`src/rtl/groups_sequencer.sv`:
```
// Issue-side sequencer for the groups dispatcher: fills operands, fires exec, collects
// picks, and buffers every result word in a credit-guarded FIFO towards writeback.
module groups_sequencer #(
    parameter int  inputWidth       = 64,
    parameter int  outputWidth      = 64,
    parameter int  opcodeWidth      = 8,
    parameter int  inputIndexWidth  = 3,
    parameter int  outputIndexWidth = 2,
    parameter int  ResFifoDepth     = 4,
    parameter type instr_id_t       = logic [3:0]
) (
    input  logic                          clk_i,
    input  logic                          rst_ni,
    input  logic                          req_valid_i,
    output logic                          req_ready_o,
    input  logic [opcodeWidth-1:0]        req_opcode_i,
    input  instr_id_t                     req_id_i,
    input  logic [inputIndexWidth:0]      req_num_fill_i,
    input  logic [outputIndexWidth-1:0]   req_num_pick_i,
    input  logic                          opnd_valid_i,
    output logic                          opnd_ready_o,
    input  logic [2*inputWidth-1:0]       opnd_data_i,
    output logic                          exec_o,
    output logic [opcodeWidth-1:0]        opcode_o,
    output instr_id_t                     instr_id_o,
    output logic                          in_data_vld_o,
    output logic [inputIndexWidth-1:0]    in_idx_o,
    output logic [2*inputWidth-1:0]       in_data_o,
    output logic                          out_data_vld_o,
    output logic [outputIndexWidth-1:0]   out_idx_o,
    input  logic                          invalid_instr_i,
    input  logic                          busy_i,
    input  logic                          done_i,
    input  logic [outputWidth-1:0]        out_data_i,
    input  instr_id_t                     instr_id_i,
    output logic                          res_valid_o,
    input  logic                          res_ready_i,
    output instr_id_t                     res_id_o,
    output logic [outputWidth-1:0]        res_data_o,
    output logic                          res_last_o,
    output logic                          res_err_o
);

    localparam int IdW    = $bits(instr_id_t);
    localparam int PtrW   = $clog2(ResFifoDepth);
    localparam int CntW   = PtrW + 1;
    localparam int CrW    = PtrW + 2;
    localparam int FillW  = inputIndexWidth + 1;
    localparam int EntryW = IdW + outputWidth + 2;

    localparam logic [2:0] StIdle = 3'd0;
    localparam logic [2:0] StFill = 3'd1;
    localparam logic [2:0] StExec = 3'd2;
    localparam logic [2:0] StWait = 3'd3;
    localparam logic [2:0] StPick = 3'd4;
    localparam logic [2:0] StErr  = 3'd5;

    logic [2:0]                  state_q, state_d;
    logic                        ready_en_q, ready_en_d;
    logic [opcodeWidth-1:0]      opcode_q, opcode_d;
    instr_id_t                   id_q, id_d;
    logic [FillW-1:0]            num_fill_q, num_fill_d;
    logic [outputIndexWidth-1:0] num_pick_q, num_pick_d;
    logic [FillW-1:0]            fill_cnt_q, fill_cnt_d;
    logic [outputIndexWidth-1:0] pick_cnt_q, pick_cnt_d;
    logic [CrW-1:0]              inflight_q, inflight_d;
    instr_id_t                   multi_id_q, multi_id_d;
    logic                        multi_vld_q, multi_vld_d;
    logic [EntryW-1:0]           fifo_mem_q [ResFifoDepth];
    logic [EntryW-1:0]           fifo_mem_d [ResFifoDepth];
    logic [PtrW-1:0]             wr_ptr_q, wr_ptr_d, rd_ptr_q, rd_ptr_d;
    logic [CntW-1:0]             count_q, count_d;

    logic              credit_ok, push, push_ok, pop, full, multi_hit;
    logic [EntryW-1:0] push_entry, head;

    // Every exec reserves a FIFO slot until its done arrives, so pushes can never overflow
    assign credit_ok = (CrW'(count_q) + inflight_q) < CrW'(ResFifoDepth);
    assign multi_hit = multi_vld_q && (instr_id_i == multi_id_q);
    assign full      = count_q == CntW'(ResFifoDepth);
    assign pop       = res_valid_o && res_ready_i;
    assign push_ok   = push && (!full || pop);

    assign res_valid_o = count_q != '0;
    assign head        = res_valid_o ? fifo_mem_q[rd_ptr_q] : '0;
    assign {res_id_o, res_data_o, res_last_o, res_err_o} = head;

    assign opcode_o   = (state_q != StIdle) ? opcode_q : '0;
    assign instr_id_o = (state_q != StIdle) ? id_q : '0;

    always_comb begin
        state_d        = state_q;
        ready_en_d     = 1'b1;
        opcode_d       = opcode_q;
        id_d           = id_q;
        num_fill_d     = num_fill_q;
        num_pick_d     = num_pick_q;
        fill_cnt_d     = fill_cnt_q;
        pick_cnt_d     = pick_cnt_q;
        multi_id_d     = multi_id_q;
        multi_vld_d    = multi_vld_q;
        req_ready_o    = 1'b0;
        opnd_ready_o   = 1'b0;
        exec_o         = 1'b0;
        in_data_vld_o  = 1'b0;
        in_idx_o       = '0;
        in_data_o      = '0;
        out_data_vld_o = 1'b0;
        out_idx_o      = '0;
        push           = 1'b0;
        push_entry     = '0;

        // groups never raises done in a pick cycle, so the state pushes below only win when done is low
        if (done_i) begin
            push       = 1'b1;
            push_entry = {instr_id_i, out_data_i, !multi_hit, 1'b0};
            if (multi_hit) multi_vld_d = 1'b0;
        end

        case (state_q)
            StIdle: begin
                req_ready_o = ready_en_q;
                if (req_valid_i && ready_en_q) begin
                    opcode_d   = req_opcode_i;
                    id_d       = req_id_i;
                    num_fill_d = req_num_fill_i;
                    num_pick_d = req_num_pick_i;
                    fill_cnt_d = '0;
                    state_d    = (req_num_fill_i == '0) ? StExec : StFill;
                end
            end
            StFill: begin
                opnd_ready_o = !busy_i;
                if (opnd_valid_i && !busy_i) begin
                    if (!invalid_instr_i) begin
                        in_data_vld_o = 1'b1;
                        in_idx_o      = fill_cnt_q[inputIndexWidth-1:0];
                        in_data_o     = opnd_data_i;
                    end
                    fill_cnt_d = fill_cnt_q + FillW'(1);
                    if (fill_cnt_q + FillW'(1) == num_fill_q)
                        state_d = invalid_instr_i ? StErr : StExec;
                end
            end
            StExec: begin
                if (invalid_instr_i) begin
                    state_d = StErr;
                end else if (!busy_i && credit_ok) begin
                    exec_o = 1'b1;
                    if (num_pick_q == '0) begin
                        state_d = StIdle;
                    end else begin
                        state_d     = StWait;
                        multi_id_d  = id_q;
                        multi_vld_d = 1'b1;
                    end
                end
            end
            StWait: begin
                if (done_i && instr_id_i == id_q) begin
                    state_d    = StPick;
                    pick_cnt_d = outputIndexWidth'(1);
                end
            end
            StPick: begin
                if (credit_ok && !done_i) begin
                    out_data_vld_o = 1'b1;
                    out_idx_o      = pick_cnt_q;
                    push           = 1'b1;
                    push_entry     = {id_q, out_data_i, pick_cnt_q == num_pick_q, 1'b0};
                    pick_cnt_d     = pick_cnt_q + outputIndexWidth'(1);
                    if (pick_cnt_q == num_pick_q) state_d = StIdle;
                end
            end
            StErr: begin
                if (credit_ok && !done_i) begin
                    push       = 1'b1;
                    push_entry = {id_q, outputWidth'(0), 1'b1, 1'b1};
                    state_d    = StIdle;
                end
            end
            default: state_d = StIdle;
        endcase

        inflight_d = inflight_q + CrW'(exec_o) - CrW'(done_i && inflight_q != '0);

        // A full FIFO still accepts a push when the head leaves in the same cycle
        fifo_mem_d = fifo_mem_q;
        if (push_ok) fifo_mem_d[wr_ptr_q] = push_entry;
        wr_ptr_d = wr_ptr_q + PtrW'(push_ok);
        rd_ptr_d = rd_ptr_q + PtrW'(pop);
        count_d  = count_q + CntW'(push_ok) - CntW'(pop);
    end

    always_ff @(posedge clk_i or negedge rst_ni) begin
        if (!rst_ni) begin
            state_q     <= StIdle;
            ready_en_q  <= 1'b0;
            opcode_q    <= '0;
            id_q        <= '0;
            num_fill_q  <= '0;
            num_pick_q  <= '0;
            fill_cnt_q  <= '0;
            pick_cnt_q  <= '0;
            inflight_q  <= '0;
            multi_id_q  <= '0;
            multi_vld_q <= 1'b0;
            fifo_mem_q  <= '{default: '0};
            wr_ptr_q    <= '0;
            rd_ptr_q    <= '0;
            count_q     <= '0;
        end else begin
            state_q     <= state_d;
            ready_en_q  <= ready_en_d;
            opcode_q    <= opcode_d;
            id_q        <= id_d;
            num_fill_q  <= num_fill_d;
            num_pick_q  <= num_pick_d;
            fill_cnt_q  <= fill_cnt_d;
            pick_cnt_q  <= pick_cnt_d;
            inflight_q  <= inflight_d;
            multi_id_q  <= multi_id_d;
            multi_vld_q <= multi_vld_d;
            fifo_mem_q  <= fifo_mem_d;
            wr_ptr_q    <= wr_ptr_d;
            rd_ptr_q    <= rd_ptr_d;
            count_q     <= count_d;
        end
    end

endmodule

```
`config.mk`:
```
export PLATFORM = sky130hd
export DESIGN_NAME = groups_sequencer
export DESIGN_NICKNAME = d
export VERILOG_FILES = /design/src/rtl/groups_sequencer.sv
export SDC_FILE = /design/constraint.sdc
export NUM_CORES = 1
export LEC_CHECK = 0
export ABC_AREA = 1
export CAP_MARGIN = 10
export CORE_ASPECT_RATIO = 0.8
export CORE_MARGIN = 2
export CORE_UTILIZATION = 35
export CTS_CLUSTER_SIZE = 25
export DETAILED_ROUTE_END_ITERATION = 7
export PLACE_DENSITY = 0.71
export SKIP_LAST_GASP = 1
export SYNTH_ARGS = -nofsm -noshare
export SYNTH_HDL_FRONTEND = slang
export SYNTH_SLANG_ARGS = --single-unit
export TNS_END_PERCENT = 100
```
`constraint.sdc`:
```
create_clock -name clk_i -period 2.7 [get_ports clk_i]
set_input_delay 0.54 -clock clk_i [delete_from_list [all_inputs] [get_ports clk_i]]
set_output_delay 0.54 -clock clk_i [all_outputs]
set_load 0.02 [all_outputs]
```
Word level (Yosys, flattened, before mapping)
Index checks and enable logic that the tools add are counted.

Register bits: 324. Logic and storage cells: 141.

Equal/unequal tests: 18. Bitwise operators: 4. $add $sub $neg: 9. Mux-type cells: 59. $lt $le $gt $ge: 4. Reductions and logical operators: 29.

Operators with widths (count): 70-bit two-way mux (7); 128-bit two-way mux (3); 280-bit bitwise mux (1); 70-bit binary-select mux with 2-bit select (1); 70-bit demux with 2-bit select (1); 70-bit case mux with 2 select lines (1); 3-bit two-way mux (13); 1-bit two-way mux (19); 3-bit case mux with 6 select lines (1); 2-bit != test, second input constant (7); 4-bit equality test (3); 2-bit two-way mux (6); 4-bit two-way mux (3); 1-bit logical AND (10); 3-bit equality test, second input constant (3); 8-bit two-way mux (1); 4-bit case mux with 2 select lines (1); 8-bit AND reduction (1); 3-bit by 2-bit equality test with 1-bit output, second input constant (2); 3-bit greater-or-equal comparator, second input constant (2); 2-bit inverter with 3-bit output (2); 3-bit AND reduction (2); 3-bit nonzero test (2); 2-bit by 1-bit adder with 2-bit output (2); other kinds (24) (29).

Depth between registers and ports, before layout
Gate-level depths: netlist (run 1).

Word-level depth: 8. Gate-level depth with buffers: 16.

Worst setup path before layout (run 1)
Ideal clock, no wire load.

Path kind: input-to-output. Start point: input busy_i. End point: output in_data_o[0]. Path slack: 0.139 ns. Path buffers: 2. Data required time: 2.160 ns. Data arrival time: 2.021 ns. Stages: 7. Cell sequence: inv_1 -> nand2_1 -> nor3_1 -> inv_2 -> clkbuf_1 -> buf_2 -> nor2_1.

Word-level cells in the longest chain between the ends: 4.

RTL lines: from (decl) (line 32) `input logic busy_i,`; 1-bit logical NOT (line 134) `if (opnd_valid_i && !busy_i) begin`; 1-bit logical AND (line 134); 128-bit two-way mux (line 134); 128-bit two-way mux (line 120) `case (state_q)`; to (decl) (line 28) `output logic [2*inputWidth-1:0] in_data_o,`.

No other way between the ends.

Worst setup path after layout (run 1)
Start point: register count_q[1]. End point: output out_idx_o[0].

Word-level cells in the longest chain between the ends: 5.

RTL lines: from (decl) (line 72) `logic [CntW-1:0] count_q, count_d;`; from (signal assigned) (line 227) `count_q <= count_d;`; 3-bit by 4-bit adder with 4-bit output (line 78) `assign credit_ok = (CrW'(count_q) + inflight_q) < CrW'(ResFifoDepth);`; 4-bit by 3-bit < comparator with 1-bit output (line 78); 1-bit logical AND (line 166) `if (credit_ok && !done_i) begin`; 2-bit two-way mux (line 166); 2-bit two-way mux (line 120); to (decl) (line 30) `output logic [outputIndexWidth-1:0] out_idx_o,`.

No other way between the ends.

==> impl_metrics.ini, run 1 <==
[run_status]
status = complete, but fails checks
violations = hold timing, setup timing

[critical_path]
arrival_ns = 2.20
critPathCaptureType = primary output
start_kind = flip-flop
path_class = reg2out
r2r_cells = 15
cp.required_ns = 2.16
path_max_fanout = 4

[power_and_ir_drop]
p_per_area_nw_per_um2 = 1160
power_frac_seq_pct = 28.7
p_int_w = 0.0151
ir_drop_v = 0.000562
power_frac_clock_pct = 18.1
p_sw_w = 0.0119
power_frac_comb_pct = 53.2
p_leak_nw = 12.2
swShare_pct = 44.1

[die]
initial_core_util_pct = 35.7
die_y_um = 201
die_x_um = 250
core_um2 = 47300
die_area_um2 = 50000
io_pins = 443
num_rows = 71

[yosys]
yosysSeqAreaShare_pct = 48.0
syn_nets = 2576
syn_avg_cell_area_um2 = 7.22
synth_common_cells = 635 x nand2_1, 380 x inv_1, 324 x dfrtp_1, 249 x nor2_1, 245 x o21ai_0
synth_top_area_share_pct = 48.0
synth_edf_count = 0
synth_cell_types = 36
ys_ff_latch = 324
synthArstFlopShare_pct = 100
synth_top_area_cell = dfrtp_1
synthCells = 2340
synth_area_leaders = dfrtp_1 48%, nand2_1 14%, inv_1 8.4%
synth_flop_cell = dfrtp_1
synth-warning-count = 0
synth_most_common_cell = nand2_1
netlist_area_um2 = 16900

[clock_tree]
numCtsBuffers = 36
ctsLongestPathBuffers = 3
cts_root_buf = clkbuf_16
clk_pin_slew_ns = 0.06
cts_tree = done
htree_levels = 2
insertion_delay_ns = 0.52
clock_sinks = 324

[timing]
clock.fmax_mhz = 365
hold_slack_ns = -0.0177
slew_headroom_pct = 55.3
tightest_slew_ns = 0.668
min_period_ns = 2.74
rsz0062_at_grt = true
final-setup-viol-count = 4
hold_violations = 4
drv_slew = 0
timing.final.crit_share_pct = 101
skew_ns = 0.0131
fin_ws_ns = -0.0361

[routing]
detail_route.wl_per_cell_um = 16.8
drcViolationCount = 0
ant_nets = 0
vias = 16900
dr.pass1.iters = 7
via_per_inst = 4.91
drtIter0Drc = 1425
finalWirelength_um = 57900

[placement]
gp_congestion = 0.922
dpl.hpwl_um = 37300
place.port_buffers = 442
post-place-cells = 3347

[job]
drv_cap = 0

[global_route]
antenna_found_initial = 3
grt_pass1_vias = 16500
grt-ovfl-total = 0
grt_usage_pct = 21.7
grt_pass1_wl_um = 88300
grt_max_degree = 73

[layout]
num-fill-cells = 4580
post-route-util_pct = 49.2
nets = 3030
regArea_um2 = 8120
area_growth_pct = 37.9
multi_input_comb_area_um2 = 6790
fin_cells = 3439
drive_above_1_share_pct = 15.8

[worst_hold_path]
min_path_type = in2async
==> stage by stage <==
step	setup TNS (ns)	power, W	instance area [µm²]	setup slack [ns]
after global placement	-35.09	0.0212	22400	-0.295
after CTS	-1.05	0.0263	23700	-0.145
after global routing	-1.46	0.0289	23300	-0.131
after floorplan	0	0.0156	16900	0.139
after detailed placement	-36.32	0.0217	22400	-0.337
final	-0.0633	0.0271	23300	-0.0361
==> power by group through the flow <==
stage	combinational (W)	clock, W	sequential (W)
floorplan	0.00810	0	0.00753
global placement	0.0136	0	0.00767
detailed placement	0.0139	0	0.00777
CTS	0.0136	0.00501	0.00772
global route	0.0157	0.00524	0.00799
finish	0.0144	0.00489	0.00777
==> layout make-up <==
cell class	count	share of cell area (%)
flip-flops and latches	324	34.8
clock buffers	47	4.44
clock inverters	15	0.564
inverters	391	6.43
repair buffers	550	21.2
well taps	620	3.33
multi-input cells	1491	29.2
diodes	1	0.0107
==> metal layers <==
metal  vias up  track usage, %  wire length [µm]
met2       670            35.3             26900
met1      8070            29.1             25000
met4         4            6.56              1400
li1       8067               -                 -
met5         -               0                21
met3        91            4.54              4570
==> flip-flops by register name, summed over array words and instances (netlist names), 2 cells and up <==
signal,flops
num_fill_q,4
wr_ptr_q,2
opcode_q,8
inflight_q,4
multi_id_q,4
id_q,4
fill_cnt_q,4
num_pick_q,2
rd_ptr_q,2
state_q,3
fifo_mem_q,280
count_q,3
pick_cnt_q,2
==> worst paths after layout <==
path / slack, ns / from / to
worst max-delay path: -0.04 / count_q[1] / out_idx_o[0]
worst min-delay path: -0.02 / rst_ni / rd_ptr_q[1]
worst max register to register: 0.15 / count_q[1] / count_q[2]
worst min register to register: 0.47 / fifo_mem_q[275] / fifo_mem_q[275]
max in group asynchronous: 1.90 / rst_ni / fifo_mem_q[67]
min in group clk_i: 0.47 / fifo_mem_q[275] / fifo_mem_q[275]
==> repair_timing <==
item,in CTS,in global routing
setup endpoints to repair,218,278
hold buffers,0,0
gates resized for setup,584,269
pin swaps,4,28
gates cloned,3,7
setup buffers,10,12
==> critical path, cell delays in order, from the launching register on <==
cell	delay [ns]
dfrtp_1	0.41
ha_1	0.30
nand3_2	0.09
nand2_2	0.11
nand2_2	0.07
inv_4	0.08
nand2_4	0.05
nor2_4	0.11
nand2_2	0.08
buf_4	0.15
nor2_4	0.09
buf_6	0.13
==> layout by cell type (no fill, tap or decap), types with 3 or more instances in the layout <==
| master | instances |
|---|---|
| clkinv_2 | 11 |
| o21ai_0 | 237 |
| nand2_2 | 4 |
| buf_6 | 12 |
| clkbuf_16 | 41 |
| ha_1 | 11 |
| buf_16 | 5 |
| inv_2 | 9 |
| buf_4 | 86 |
| dlygate4sd2_1 | 11 |
| inv_1 | 376 |
| clkbuf_2 | 75 |
| clkbuf_1 | 3 |
| nor3_1 | 3 |
| inv_4 | 3 |
| buf_2 | 90 |
| nor2_4 | 5 |
| o21ai_1 | 59 |
| clkdlybuf4s50_1 | 222 |
| clkdlybuf4s15_1 | 4 |
| a21oi_2 | 17 |
| nand4_1 | 4 |
| xor2_1 | 8 |
| xnor2_1 | 7 |
| clkbuf_8 | 7 |
| buf_12 | 32 |
| nand3_1 | 23 |
| a21oi_1 | 197 |
| nor2_2 | 16 |
| dfrtp_1 | 322 |
| nor2_1 | 244 |
| nand2_1 | 631 |
| clkdlybuf4s15_2 | 6 |
==> kinds of logic after synthesis <==
| logic type | count (synthesis) | synth area share, % |
|---|---|---|
| adders and majority gates | 14 | 1.13 |
| buffers and inverters | 525 | 12.7 |
| xor gates and xnor gates | 15 | 0.778 |
| AOI/OAI and AO/OA | 518 | 15.4 |
| muxes | 2 | 0.133 |
| other | 1 | 0.0222 |
| and+or+nand+nor | 941 | 21.8 |
| DFF | 324 | 48.0 |
(Power assumes the default switching activity.)
==> run 2, diff against run 1 <==
- CORE_ASPECT_RATIO: 0.8 -> default
- TNS_END_PERCENT: 100 -> 1
==> impl_metrics.ini, run 2 (synthesis results as in run 1) <==
[critical_path]
r2r_cells = 13
crit_chain = nor2_2 -> nand2_1 -> clkinvlp_4 -> buf_4 -> nor2_1 -> clkdlybuf4s50_1
arrival_ns = 2.37
critPathCaptureType = primary output
cp.required_ns = 2.16
start_kind = flip-flop
slowest_delay_ns = 0.63
path_max_fanout = 8
path_class = reg2out
slowest_stage = clkdlybuf4s50_1
crit_end = opcode_o[1]
startpoint = state_q[1]
r2r-end = inflight_q[2]
r2r_slack_ns = 0.19
r2r_start = inflight_q[1]

[routing]
drcViolationCount = 0
via_per_inst = 4.90
drtIter0Drc = 1315
ant_nets = 0
finalWirelength_um = 57000
detail_route.wl_per_cell_um = 16.7
dr.pass1.iters = 5
vias = 16700

[die]
die_y_um = 224
num_rows = 80
io_pins = 443
die_x_um = 224
initial_core_util_pct = 35.5
die_area_um2 = 50000
core_um2 = 47600

[clock_tree]
htree_levels = 2
cts_tree = done
insertion_delay_ns = 0.56
clock_sinks = 324
ctsLongestPathBuffers = 3
numCtsBuffers = 39
cts_root_buf = clkbuf_16
clk_pin_slew_ns = 0.06

[timing]
timing.final.crit_share_pct = 108
skew_ns = 0.0155
slew_headroom_pct = 61.5
rsz0062_at_grt = true
fin_ws_ns = -0.215
final-setup-viol-count = 218
tightest_slew_ns = 0.578
min_period_ns = 2.91
clock.fmax_mhz = 343
drv_slew = 0
hold_slack_ns = 0.473
hold_violations = 0

[power_and_ir_drop]
swShare_pct = 43.1
ir_drop_v = 0.000727
p_int_w = 0.0152
p_total_w = 0.0268
power_frac_clock_pct = 20.6
power_frac_seq_pct = 28.9
power_frac_comb_pct = 50.5
p_sw_w = 0.0115
p_per_area_nw_per_um2 = 1130
p_leak_nw = 12.5

[global_route]
grt_pass1_wl_um = 88900
grt_max_degree = 73
grt-ovfl-total = 0
antenna_found_initial = 2
grt_pass1_vias = 16800
grt_usage_pct = 22.5

[placement]
place.port_buffers = 442
dpl-instance-area_um2 = 22300
gp_congestion = 0.861
pre_cts_slack_ns = -0.307
dpl.hpwl_um = 37400

[layout]
num-fill-cells = 4582
top_register = fifo_mem_q
mostFrequentLayoutCells = 635 x nand2_1, 378 x inv_1, 322 x dfrtp_1
area_growth_pct = 40.0
mostFrequentLayoutCell = nand2_1
reg.largest.list = fifo_mem_q (280), opcode_q (8)
largest_register_ffs = 280
drive_above_1_share_pct = 6.94
fin_area_um2 = 23600
nets = 3001

[job]
drv_cap = 0

[run_status]
violations = setup timing
status = complete, but fails checks

[worst_hold_path]
min_path_type = reg2reg
hold_start = fifo_mem_q[4]
-- run 2: through the flow --
step                      util [%]  instances  setup TNS (ns)
after floorplan                  -       2340               0
after global placement        46.9       3328          -36.90
after detailed placement      46.9       3328          -35.05
after CTS                     49.6       3409          -30.22
after global routing          49.6       3410          -56.38
final                         49.6       3411          -23.68
-- run 2: area by class of cell --
type / count / area, µm² / area share, %
clock inverters: 13 / 155 / 0.656
repair buffers: 518 / 5240 / 22.1
multi-input cells: 1491 / 6680 / 28.2
flip-flops and latches: 324 / 8120 / 34.3
clock buffers: 57 / 1210 / 5.10
inverters: 391 / 1480 / 6.27
diodes: 2 / 5.00 / 0.0212
well taps: 615 / 769 / 3.25
-- run 2: routing by layer --
layer | track usage [%] | share of wire (%) | up-vias
li1 | - | - | 8010
met1 | 26.9 | 40 | 7816
met2 | 39.3 | 48 | 755
met3 | 5.30 | 8.5 | 126
met4 | 8.30 | 3.1 | 0
met5 | 0 | 0 | -
-- run 2: worst max-delay path: cells and delay by family (launching register included) --
family        cells  cell delay, ns
simple gates      3            0.35
buf+inv           3            1.00
flops             1            0.46
-- run 2: worst min-delay path by stage --
stage          depth (start not counted)               to
2_1_floorplan                          0       count_q[0]
3_3_place_gp                           2  fifo_mem_q[243]
3_5_place_dp                           2  fifo_mem_q[266]
4_1_cts                                2  fifo_mem_q[266]
5_1_grt                                2   fifo_mem_q[56]
6_report                               2    fifo_mem_q[4]
-- run 2: repair_timing --
action	in CTS	in global routing
pin swaps	3	0
gates cloned	2	0
hold buffers	1	0
hold endpoints to repair	57	0
endpoints found under the setup margin	219	221
gates resized for setup	229	2
setup buffers	8	0
-- run 2: power by group through the flow --
stage / Combinational [W] / Sequential, W / Clock, W
after global routing: 0.0148 / 0.00796 / 0.00583
final: 0.0135 / 0.00774 / 0.00553
after CTS: 0.0136 / 0.00774 / 0.00565
after detailed placement: 0.0140 / 0.00779 / 0
after global placement: 0.0137 / 0.00769 / 0
after floorplan: 0.00810 / 0.00753 / 0
